--- src/rtl/instr_fetch_unit.sv ---
// -----------------------------------------------------------------------------
// instr_fetch_unit
//
// Owns the program counter. Fetches one 32-bit instruction at a time from
// instruction memory over a req/ready handshake, holds it in the instruction
// register until the downstream stage retires it, then computes the next PC
// from PC_Select, the ALU zero flag, the branch offset and the jump target.
//
// Optional build macro: IMEM_TIMEOUT_EN
//   defined   : a fetch that waits TIMEOUT_CYCLES REQ cycles without ready
//               sets the sticky fetch_error and parks the unit in HALT.
//   undefined : REQ waits indefinitely; fetch_error is constant 0.
//
// Ports
//   clk, reset       system clock (rising edge), async active-high reset
//   PC_Select[1:0]   00 increment, 01 branch, 10 jump, 11 hold (halt)
//   branch_zero      ALU zero flag, branch taken when 1
//   branch_imm[15:0] signed branch offset in words
//   jump_target[25:0] jump word index
//   stall            downstream not ready, blocks retire
//   imem_req         memory request (high only in REQ)
//   imem_addr        fetch address, always equal to pc
//   imem_ready       memory returns data this cycle
//   imem_rdata[31:0] fetched instruction
//   instr[31:0]      instruction register
//   instr_valid      instr holds a fetched, not yet retired instruction
//   opcode, funct    instr[31:26], instr[5:0]
//   pc               address of instr
//   pc_plus4         pc + 4
//   fetch_error      sticky watchdog error
// -----------------------------------------------------------------------------
// state   | meaning
// --------+-------------------------------------------------------------------
// IDLE    | one cycle after reset release
// REQ     | imem_req high, waiting for imem_ready
// VALID   | instruction held, waiting for retire (stall low)
// HALT    | terminal; left only through reset
// -----------------------------------------------------------------------------
module instr_fetch_unit #(
  parameter int unsigned           ADDR_WIDTH     = 32,
  parameter logic [ADDR_WIDTH-1:0] RESET_PC       = '0,
  parameter int unsigned           TIMEOUT_CYCLES = 16
) (
  input  logic                  clk,
  input  logic                  reset,
  input  logic [1:0]            PC_Select,
  input  logic                  branch_zero,
  input  logic [15:0]           branch_imm,
  input  logic [25:0]           jump_target,
  input  logic                  stall,
  output logic                  imem_req,
  output logic [ADDR_WIDTH-1:0] imem_addr,
  input  logic                  imem_ready,
  input  logic [31:0]           imem_rdata,
  output logic [31:0]           instr,
  output logic                  instr_valid,
  output logic [5:0]            opcode,
  output logic [5:0]            funct,
  output logic [ADDR_WIDTH-1:0] pc,
  output logic [ADDR_WIDTH-1:0] pc_plus4,
  output logic                  fetch_error
);

  typedef enum logic [1:0] {
    S_IDLE  = 2'd0,
    S_REQ   = 2'd1,
    S_VALID = 2'd2,
    S_HALT  = 2'd3
  } state_e;

  state_e                state_q, state_d;
  logic [ADDR_WIDTH-1:0] pc_q, pc_d;
  logic [31:0]           instr_q, instr_d;
  logic                  instr_valid_q, instr_valid_d;

  logic [ADDR_WIDTH-1:0] pc_inc;
  logic [ADDR_WIDTH-1:0] branch_off;
  logic [ADDR_WIDTH-1:0] branch_pc;
  logic [ADDR_WIDTH-1:0] jump_pc;
  logic [ADDR_WIDTH-1:0] next_pc;

  // ---------------------------------------------------------------------------
  // Next-PC arithmetic (all modulo 2^ADDR_WIDTH)
  // ---------------------------------------------------------------------------
  assign pc_inc     = pc_q + ADDR_WIDTH'(4);
  // Word offset sign-extended and scaled to bytes.
  assign branch_off = {{(ADDR_WIDTH-18){branch_imm[15]}}, branch_imm, 2'b00};
  assign branch_pc  = pc_inc + branch_off;

  // Jump keeps the region bits above the 28-bit jump span from pc+4.
  generate
    if (ADDR_WIDTH > 28) begin : g_jump_region
      assign jump_pc = {pc_inc[ADDR_WIDTH-1:28], jump_target, 2'b00};
    end else begin : g_jump_flat
      assign jump_pc = {jump_target, 2'b00};
    end
  endgenerate

  always_comb begin
    next_pc = pc_inc;
    unique case (PC_Select)
      2'b00:   next_pc = pc_inc;
      2'b01:   next_pc = branch_zero ? branch_pc : pc_inc;
      2'b10:   next_pc = jump_pc;
      default: next_pc = pc_q;
    endcase
  end

  // ---------------------------------------------------------------------------
  // Fetch watchdog
  // ---------------------------------------------------------------------------
`ifdef IMEM_TIMEOUT_EN
  localparam int unsigned TO_W = (TIMEOUT_CYCLES > 1) ? $clog2(TIMEOUT_CYCLES) : 1;
  localparam logic [TO_W-1:0] TO_LAST = TO_W'(TIMEOUT_CYCLES - 1);

  logic [TO_W-1:0] to_cnt_q, to_cnt_d;
  logic            fetch_error_q, fetch_error_d;

  always_ff @(posedge clk or posedge reset) begin
    if (reset) begin
      to_cnt_q      <= '0;
      fetch_error_q <= 1'b0;
    end else begin
      to_cnt_q      <= to_cnt_d;
      fetch_error_q <= fetch_error_d;
    end
  end

  assign fetch_error = fetch_error_q;
`else
  // TIMEOUT_CYCLES only matters when the watchdog is built in.
  logic unused_timeout_cfg;
  assign unused_timeout_cfg = (TIMEOUT_CYCLES == 0);
  assign fetch_error        = 1'b0;
`endif

  // ---------------------------------------------------------------------------
  // State and datapath registers
  // ---------------------------------------------------------------------------
  always_ff @(posedge clk or posedge reset) begin
    if (reset) begin
      state_q       <= S_IDLE;
      pc_q          <= RESET_PC;
      instr_q       <= '0;
      instr_valid_q <= 1'b0;
    end else begin
      state_q       <= state_d;
      pc_q          <= pc_d;
      instr_q       <= instr_d;
      instr_valid_q <= instr_valid_d;
    end
  end

  always_comb begin
    state_d       = state_q;
    pc_d          = pc_q;
    instr_d       = instr_q;
    instr_valid_d = instr_valid_q;
`ifdef IMEM_TIMEOUT_EN
    to_cnt_d      = to_cnt_q;
    fetch_error_d = fetch_error_q;
`endif

    unique case (state_q)
      S_IDLE: begin
        state_d = S_REQ;
`ifdef IMEM_TIMEOUT_EN
        to_cnt_d = '0;
`endif
      end

      S_REQ: begin
        if (imem_ready) begin
          instr_d       = imem_rdata;
          instr_valid_d = 1'b1;
          state_d       = S_VALID;
        end
`ifdef IMEM_TIMEOUT_EN
        // This edge completes the TIMEOUT_CYCLES-th cycle without ready.
        else if (to_cnt_q == TO_LAST) begin
          fetch_error_d = 1'b1;
          state_d       = S_HALT;
        end else begin
          to_cnt_d = to_cnt_q + TO_W'(1);
        end
`endif
      end

      S_VALID: begin
        // While stalled everything, including PC_Select, is ignored.
        if (!stall) begin
          if (PC_Select == 2'b11) begin
            state_d = S_HALT;
          end else begin
            pc_d          = next_pc;
            instr_valid_d = 1'b0;
            state_d       = S_REQ;
`ifdef IMEM_TIMEOUT_EN
            to_cnt_d      = '0;
`endif
          end
        end
      end

      S_HALT: begin
        state_d = S_HALT;
      end

      default: begin
        state_d = S_HALT;
      end
    endcase
  end

  // ---------------------------------------------------------------------------
  // Outputs. imem_req is decoded from the state register so that reset
  // removes it immediately, without waiting for a clock edge.
  // ---------------------------------------------------------------------------
  assign imem_req    = (state_q == S_REQ);
  assign imem_addr   = pc_q;
  assign instr       = instr_q;
  assign instr_valid = instr_valid_q;
  assign opcode      = instr_q[31:26];
  assign funct       = instr_q[5:0];
  assign pc          = pc_q;
  assign pc_plus4    = pc_inc;

endmodule

--- config.mk ---
export PLATFORM = sky130hd
export DESIGN_NAME = instr_fetch_unit
export DESIGN_NICKNAME = d
export VERILOG_FILES = /design/src/rtl/instr_fetch_unit.sv
export SDC_FILE = /design/constraint.sdc
export NUM_CORES = 1
export LEC_CHECK = 0
export BUFFER_PORTS_ARGS = -buffer_cell sky130_fd_sc_hd__buf_2
export CAP_MARGIN = 40
export CORE_MARGIN = 2
export CORE_UTILIZATION = 54
export CTS_CLUSTER_DIAMETER = 200
export CTS_CLUSTER_SIZE = 10
export DETAILED_ROUTE_END_ITERATION = 10
export MAX_ROUTING_LAYER = met4
export PLACE_DENSITY = 0.95
export SETUP_SLACK_MARGIN = 0.05
export SKIP_LAST_GASP = 1
export SLEW_MARGIN = 25
export SYNTH_ARGS = -nofsm -noshare
export SYNTH_HDL_FRONTEND = slang
export SYNTH_SLANG_ARGS = --single-unit
export TNS_END_PERCENT = 5
--- constraint.sdc ---
create_clock -name clk -period 8.6 [get_ports clk]
set_clock_uncertainty 0.05 [all_clocks]
set_input_delay 1.29 -clock clk [delete_from_list [all_inputs] [get_ports clk]]
set_output_delay 1.29 -clock clk [all_outputs]
set_load 0.05 [all_outputs]
==> results, run 1 <==
- The worst flop-to-flop path startpoint is imem_addr[3]$_DFFE_PP0P_.
- Setup repair after global routing left no endpoint under its margin.
- The detail route stage leaves a number of antenna-violating nets equal to 0.
- The worst pin sits at a relative slew slack of 0.477.
- After global routing the overflow that remains totals 0.
- CTS saw 65 sinks.
- For this design the top-level I/O count stands at 224.
- TritonCTS built the clock tree.
- The startpoint kind of the worst setup timing path is a flop.
- The placement-stage worst setup slack is 4.15 ns.
- The first global-routing pass estimated 27.1 mm of wire.
- Entering global routing, the biggest net connects 43 pins.
- The cell area after synthesis is 5580 µm².
- The final route contains 5884 vias.
- The detailed placer's ending HPWL is 13.0 mm.
- The maximum fanout count along the critical path is 8.
- The H-tree depth is 3.
- The setup path with the least slack is of type flop to flop.
- The clock buffer count from CTS is 9.
- The number of antenna violations at the first check in global routing is 0.
- The ratio of routed vias to standard cells is 5.79.
- Static timing analysis puts the maximum clock frequency at 217 MHz.
- The number of buffers on the longest clock path is 2.
- The slew at the pin with the worst max-slew slack is 0.785 ns.
- The average cell area after synthesis is 7.87 µm².
- The post-detailed-routing wire length is 17.1 mm.
- The end point of the critical path is imem_addr[29]$_DFFE_PP0P_.
- The worst setup path is captured at a flop.
- Of the synthesized area, sequential elements account for 0.291.
- The number of global-route vias before repair was 5428.
- For this run, the total global-route usage over all layers was measured as 0.309.
- By area the synthesized netlist is led by sky130_fd_sc_hd__dfrtp_1 (29%), sky130_fd_sc_hd__nand2_1 (11%), sky130_fd_sc_hd__ha_1 (8.5%).
- The buffer type at the clock tree root is sky130_fd_sc_hd__clkbuf_8.
- The clock transition at the registers of the reported paths is 0.08 ns.
- The number of cells on the worst reg-to-reg path is 17.
- Synthesis produced 709 cells.
- Synthesis instantiated 66 different standard cells from the library.
- At the worst endpoint, the arrival time is 4.78 ns.
- In the post-route analysis, the smallest setup slack over all paths is 3.99 ns.
- The final hold violation count is 0.
- The die area is 11200 µm².
- Buffers inserted to repair hold after CTS numbered 0.
- After detailed routing, the number of remaining DRC violations is 0.
- The area of the core is 10200 µm².
- The final-report max-slew violation count is 0.
- The mean routed wirelength per cell is 16.8 µm.
- The starting DRC count in detailed routing is 574.
- The final layout net count is 996.
- The width of the die is 106 µm.
- The top flip-flop cell by instance count after synthesis is sky130_fd_sc_hd__dfrtp_1.
- Across the run, the number of max-cap violations was 0.
- During synthesis, Yosys emitted a total of 0 warnings.
- The share of final-layout standard cells stronger than drive strength 1 is 0.292.
- Of all flip-flops after synthesis, the portion carrying an async set or reset was 1.00.
- Once the clock tree was built, the setup fixing pass inserted 0 buffers.
- Compared with the post-synthesis result, the final layout area differs by 19.6%.
- Setup slack on the worst reg-to-reg path comes out at 3.99 ns.
- Yosys mapped a number of flops with a built-in enable equal to 0.
- The most critical setup path has its startpoint at imem_addr[3]$_DFFE_PP0P_.
- The data required time at the worst endpoint is 8.77 ns.
- The count of cells resized by post-cts repair is 0.
- The first TritonRoute pass finished after 7 iterations.
- Setup violations remaining at the end of the flow were counted as 0.
- The die is 106 µm tall.
- Of all cell types, the one taking the most synthesized area is sky130_fd_sc_hd__dfrtp_1.
- At the end of routability-driven placement, the weighted congestion stood at 0.967.
- The path category of the worst min-delay check is flop to flop.
- For the worst-skew pair, the clock arrives at the later sink with an insertion delay of 0.34 ns.
- Row generation in the floorplan step produced 37 rows.
- For this configuration, the core starts out at a cell density of 0.548.
- Adding up every negative setup slack in the final design gives 0 ns.
- The reg-to-reg endpoint is imem_addr[29]$_DFFE_PP0P_.
- Counting flops and latches in the post-synthesis netlist gives 65.
- The number of input and output port buffers inserted is 216.
- The run finished with clean final reports.
- The number of diodes is 0.
- Subtracting the final worst setup slack from the clock period gives 4.61 ns.
- The fraction of synthesized cell area taken by the top area cell type is 0.291.
- Of the available clock period, the critical path in the final layout requires 0.536.
## cells in the final DEF (no fill, tap or decap), types with 9 or more instances in the layout
cell type / netlist / layout
sky130_fd_sc_hd__buf_2: 0 / 216
sky130_fd_sc_hd__nor2_1: 44 / 44
sky130_fd_sc_hd__nand3_1: 19 / 19
sky130_fd_sc_hd__o21ai_0: 39 / 39
sky130_fd_sc_hd__a21o_1: 10 / 10
sky130_fd_sc_hd__nand2_1: 158 / 158
sky130_fd_sc_hd__xnor2_1: 29 / 29
sky130_fd_sc_hd__dfrtp_1: 65 / 65
sky130_fd_sc_hd__a222oi_1: 10 / 10
sky130_fd_sc_hd__inv_1: 27 / 26
sky130_fd_sc_hd__ha_1: 38 / 38
sky130_fd_sc_hd__xor2_1: 16 / 16
sky130_fd_sc_hd__nor3_1: 10 / 10
sky130_fd_sc_hd__clkbuf_8: 0 / 9
sky130_fd_sc_hd__a21oi_1: 44 / 44
## registers in the layout (all words and copies together) (netlist names)
signal       cells
state_q          2
instr_valid      1
imem_addr       30
instr           32
## cells in the mapped netlist, drive strengths merged, types with 16 or more instances
master and count:
xnor2 30, dfrtp 65, clkbuf 24, xor2 16, inv 27, nand2 158
a21oi 44, ha 38, o21ai 43, nor2 44, nand3 19, buf 50
## critical path: stages (launching register included)
cell                      delay (ns)
sky130_fd_sc_hd__dfrtp_1        0.43
sky130_fd_sc_hd__ha_1           0.28
sky130_fd_sc_hd__and4_1         0.26
sky130_fd_sc_hd__and3_4         0.22
sky130_fd_sc_hd__nand4_4        0.13
sky130_fd_sc_hd__or3_1          0.57
sky130_fd_sc_hd__nor2_1         0.19
sky130_fd_sc_hd__xor2_1         0.31
sky130_fd_sc_hd__ha_1           0.32
sky130_fd_sc_hd__a21oi_1        0.23
sky130_fd_sc_hd__o21ai_0        0.17
sky130_fd_sc_hd__a21o_1         0.20
sky130_fd_sc_hd__a21o_1         0.16
sky130_fd_sc_hd__a21oi_1        0.13
sky130_fd_sc_hd__nor2_1         0.05
sky130_fd_sc_hd__a311o_1        0.33
sky130_fd_sc_hd__xnor2_1        0.16
sky130_fd_sc_hd__o31ai_1        0.30
## stage by stage
stage                      util  hold WS, ns  instance area [µm²]  instances
after floorplan               -        0.453                 5600        715
after global placement    0.630        0.403                 6420        997
after detailed placement  0.636        0.410                 6470       1001
after CTS                 0.655        0.430                 6680       1017
after global routing      0.655        0.452                 6680       1017
final                     0.655        0.427                 6680       1017
## cells by family after synthesis
group	after synthesis	share of synthesized area
AOI/OAI and AO/OA	179	0.214
xor gates and xnor gates	46	0.0755
adders and majority gates	39	0.0888
buffers and inverters	101	0.102
DFF	65	0.291
muxes	1	0.00179
other	1	0.000672
and+or+nand+nor	277	0.226
## worst min-delay path by stage
stage | slack [ns] | to | cells after the start | from
2_1_floorplan | 0.45 | state_q[0]$_DFFE_PP0P_ | 1 | state_q[1]$_DFFE_PP0P_
3_3_place_gp | 0.40 | instr[12]$_DFFE_PP0P_ | 2 | instr[12]$_DFFE_PP0P_
3_5_place_dp | 0.41 | instr[17]$_DFFE_PP0P_ | 2 | instr[17]$_DFFE_PP0P_
4_1_cts | 0.43 | instr[17]$_DFFE_PP0P_ | 2 | instr[17]$_DFFE_PP0P_
5_1_grt | 0.45 | instr[11]$_DFFE_PP0P_ | 2 | instr[11]$_DFFE_PP0P_
6_report | 0.43 | instr[17]$_DFFE_PP0P_ | 2 | instr[17]$_DFFE_PP0P_
## layer usage
layer,part of all wire,routed length [µm],track usage
met1,0.41,6970,0.398
met2,0.48,8250,0.506
met3,0.082,1410,0.0383
met4,0.029,495,0.106
met5,0,0,-
## layout make-up
class / instances / area, µm²
fill: 885 / 3510
clock inverter: 7 / 77.6
timing repair buffer: 224 / 1170
tap: 136 / 170
multi-input combinational: 549 / 3410
sequential: 65 / 1630
clock buffer: 9 / 124
inverter: 27 / 101
Power of run 1 is not shown: default switching activity piles up to over one toggle a cycle in this logic, so the estimate is an artifact.
==> run 2, diff against run 1 <==
--- a/config.mk
+++ b/config.mk
@@ -8,12 +8,12 @@
 export BUFFER_PORTS_ARGS = -buffer_cell sky130_fd_sc_hd__buf_2
 export CAP_MARGIN = 40
 export CORE_MARGIN = 2
-export CORE_UTILIZATION = 54
+export CORE_UTILIZATION = 50
 export CTS_CLUSTER_DIAMETER = 200
 export CTS_CLUSTER_SIZE = 10
 export DETAILED_ROUTE_END_ITERATION = 10
 export MAX_ROUTING_LAYER = met4
-export PLACE_DENSITY = 0.95
+export PLACE_DENSITY = 0.89
 export SETUP_SLACK_MARGIN = 0.05
 export SKIP_LAST_GASP = 1
 export SLEW_MARGIN = 25
==> constraint.sdc (replaced) <==
create_clock -name clk -period 4.35 [get_ports clk]
set_clock_uncertainty 0.05 [all_clocks]
set_input_delay 0.6525 -clock clk [delete_from_list [all_inputs] [get_ports clk]]
set_output_delay 0.6525 -clock clk [all_outputs]
set_load 0.05 [all_outputs]
==> results, run 2 (same netlist as run 1, synthesis figures left out) <==
- The detailed placer's ending HPWL is 12.9 mm (was 13.0 mm).
- The startpoint kind of the worst setup timing path is a flop (unchanged).
- The maximum fanout count along the critical path is 8 (unchanged).
- The least setup slack across all paths after layout is 0.273 ns (was 3.99 ns).
- The final layout net count is 998 (was 996).
- The number of placed cells counting well taps was 1007 (was 1001).
- The final estimated routing congestion in global placement is 1.01 (was 0.967).
- The data required time at the worst endpoint was 4.55 ns (was 8.77 ns).
- The number of buffers added to fix hold violations after cts is 0 (unchanged).
- The fill cell instance count of the final layout is 948 (was 885).
- The floorplan row count was 38 (was 37).
- The starting DRC count in detailed routing is 469 (was 574).
- The number of global-route vias before repair came to 5282 (was 5428).
- The count of placed standard cells in the final layout, fillers left out was 1023 (was 1017).
- The count of unresolved DRC violations after routing is 0 (unchanged).
- The path category of the worst min-delay check was primary input to asynchronous set/reset pin (was flop to flop).
- The largest net degree at the start of global routing is 36 (was 43).
- The number of antenna violations at the first check in global routing is 0 (unchanged).
- The number of flip-flops in the largest register is 32 (unchanged).
- The max-capacitance violation count is 0 (unchanged).
- The wire length of the first global-routing pass was 25.9 mm (was 27.1 mm).
- The final hold violation count was 0 (unchanged).
- The width of the die is 110 µm (was 106 µm).
- The residual antenna-violating net count after detailed routing is 0 (unchanged).
- Commonest cells after routing, fill and taps aside: sky130_fd_sc_hd__buf_2 (216), sky130_fd_sc_hd__nand2_1 (158), sky130_fd_sc_hd__dfrtp_1 (60) (was sky130_fd_sc_hd__buf_2 (216), sky130_fd_sc_hd__nand2_1 (158), sky130_fd_sc_hd__dfrtp_1 (65)).
- The final clock period utilization by the worst path is 0.937 (was 0.536).
- The footprint of the multi-input gates came to 3640 µm² (was 3410 µm²).
- The kind of end point of the critical path is a flop (unchanged).
- The area of the core is 10900 µm² (was 10200 µm²).
- The clock transition at the registers of the reported paths came to 0.09 ns (was 0.08 ns).
- The achievable clock frequency is 245 MHz (was 217 MHz).
- The type of the setup path with the least slack was flop to flop (unchanged).
- The H-tree depth is 3 (unchanged).
- The worst max-slew margin expressed relative to the limit is 0.451 (was 0.477).
- The area growth from synthesis to layout was 23.9% (was 19.6%).
- The number of endpoints failing setup at the final stage is 0 (unchanged).
- The minimum clock period was 4.08 ns (was 4.61 ns).
- The final-report max-slew violation count came to 0 (unchanged).
- The buffer type at the clock tree root is sky130_fd_sc_hd__clkbuf_8 (unchanged).
- The number of diodes is 0 (unchanged).
- The starting density of the core is 0.513 (was 0.548).
- The slew at the pin with the worst max-slew slack is 0.824 ns (was 0.785 ns).
- Setup repair after global routing missed its margin: yes (was no).
- The most common cell after layout, fill and taps aside is sky130_fd_sc_hd__buf_2 (unchanged).
- The arrival time at the worst endpoint is 4.28 ns (was 4.78 ns).
- The die height is 110 µm (was 106 µm).
- The number of buffers on the longest clock path was 2 (unchanged).
- The I/O pin count is 224 (unchanged).
- The CTS tree is done (unchanged).
- The mean routed wirelength per cell is 16.3 µm (was 16.8 µm).
- Outcome: completed (unchanged).
- The placement-stage worst setup slack is 0.175 ns (was 4.15 ns).
- The clock net sink count is 65 (unchanged).
- The ratio of routed vias to standard cells is 5.68 (was 5.79).
- The number of input and output port buffers inserted came to 216 (unchanged).
- The count of cells resized by post-cts repair is 0 (unchanged).
- The clock buffer count from CTS came to 9 (unchanged).
- The die area is 12000 µm² (was 11200 µm²).
- The clock insertion delay at the later pin of the skew report is 0.35 ns (was 0.34 ns).
- The aggregate global-route resource usage came to 0.284 (was 0.309).
- The total grt overflow was 0 (unchanged).
- The first-pass iteration count of the detailed router is 6 (was 7).
- The share of final-layout standard cells stronger than drive strength 1 came to 0.324 (was 0.292).
- The overall via count from detail_route came to 5809 (was 5884).
- The number of post-CTS setup repair buffers is 0 (unchanged).
- The post-detailed-routing wire length is 16.7 mm (was 17.1 mm).
- The area occupied by registers was 1630 µm² (about the same).
run 2: cell count changes in the layout (fill, tap and decap cells not counted), moves of 2 or more:
cell | before | now
sky130_fd_sc_hd__xnor2_1 | 29 | 18
sky130_fd_sc_hd__xnor2_2 | 0 | 8
sky130_fd_sc_hd__xor2_1 | 16 | 10
sky130_fd_sc_hd__dfrtp_1 | 65 | 60
sky130_fd_sc_hd__dfrtp_2 | 0 | 5
sky130_fd_sc_hd__buf_4 | 5 | 9
sky130_fd_sc_hd__inv_6 | 2 | 5
sky130_fd_sc_hd__xnor2_4 | 1 | 4
sky130_fd_sc_hd__xor2_2 | 0 | 3
sky130_fd_sc_hd__xor2_4 | 0 | 3
sky130_fd_sc_hd__clkinv_4 | 2 | 0
sky130_fd_sc_hd__ha_1 | 38 | 36
sky130_fd_sc_hd__ha_4 | 0 | 2
run 2: final timing paths:
path,from,endpoint,slack (ns),cells past startpoint
max,imem_addr[4]$_DFFE_PP0P_,imem_addr[31]$_DFFE_PP0P_,0.27,17
max in group asynchronous,reset,instr_valid$_DFFE_PP0P_,2.95,3
max reg2reg,imem_addr[4]$_DFFE_PP0P_,imem_addr[31]$_DFFE_PP0P_,0.27,17
min,reset,imem_addr[28]$_DFFE_PP0P_,0.36,2
min reg2reg,instr[19]$_DFFE_PP0P_,instr[19]$_DFFE_PP0P_,0.43,2
min in group clk,instr[19]$_DFFE_PP0P_,instr[19]$_DFFE_PP0P_,0.43,2
run 2: layer usage:
metal  wire length, µm  share of wire  up-vias  global-route usage
met5                 0              0        -                   -
met4               345          0.021        0              0.0986
met3              1200          0.072       26              0.0320
met2              8070           0.48      283               0.451
met1              7070           0.42     2712               0.378
li1                  -              -     2788                   -
run 2: layout make-up:
class                   count  area share
repair buffers            226       0.168
flip-flops and latches     65       0.236
well taps                 140      0.0253
multi-input cells         549       0.526
inverters                  27      0.0147
clock inverters             7      0.0118
clock buffers               9      0.0179
run 2: per-stage QoR:
| stage | TNS, ns | area (µm²) | utilization | hold slack (ns) |
|---|---|---|---|---|
| after floorplan | 0 | 5830 | - | 0.453 |
| after global placement | 0 | 6690 | 0.614 | 0.403 |
| after detailed placement | 0 | 6700 | 0.616 | 0.408 |
| after CTS | 0 | 6910 | 0.634 | 0.385 |
| after global routing | -0.0226 | 6920 | 0.635 | 0.424 |
| final | 0 | 6920 | 0.635 | 0.361 |
run 2: worst max-delay path, stage by stage (launching register included):
cell,delay (ns)
sky130_fd_sc_hd__dfrtp_2,0.45
sky130_fd_sc_hd__nand3_1,0.19
sky130_fd_sc_hd__nor4_2,0.50
sky130_fd_sc_hd__nand2_1,0.18
sky130_fd_sc_hd__nor2_1,0.13
sky130_fd_sc_hd__buf_4,0.16
sky130_fd_sc_hd__nand2_1,0.14
sky130_fd_sc_hd__xnor2_4,0.18
sky130_fd_sc_hd__ha_1,0.38
sky130_fd_sc_hd__inv_1,0.14
sky130_fd_sc_hd__nor2_1,0.06
sky130_fd_sc_hd__nor3_1,0.19
sky130_fd_sc_hd__nand3_1,0.11
sky130_fd_sc_hd__a211o_1,0.31
sky130_fd_sc_hd__a31o_2,0.23
sky130_fd_sc_hd__a21o_1,0.17
sky130_fd_sc_hd__and4_1,0.20
sky130_fd_sc_hd__o31ai_1,0.21
Power of run 2 is left out for the same reason.
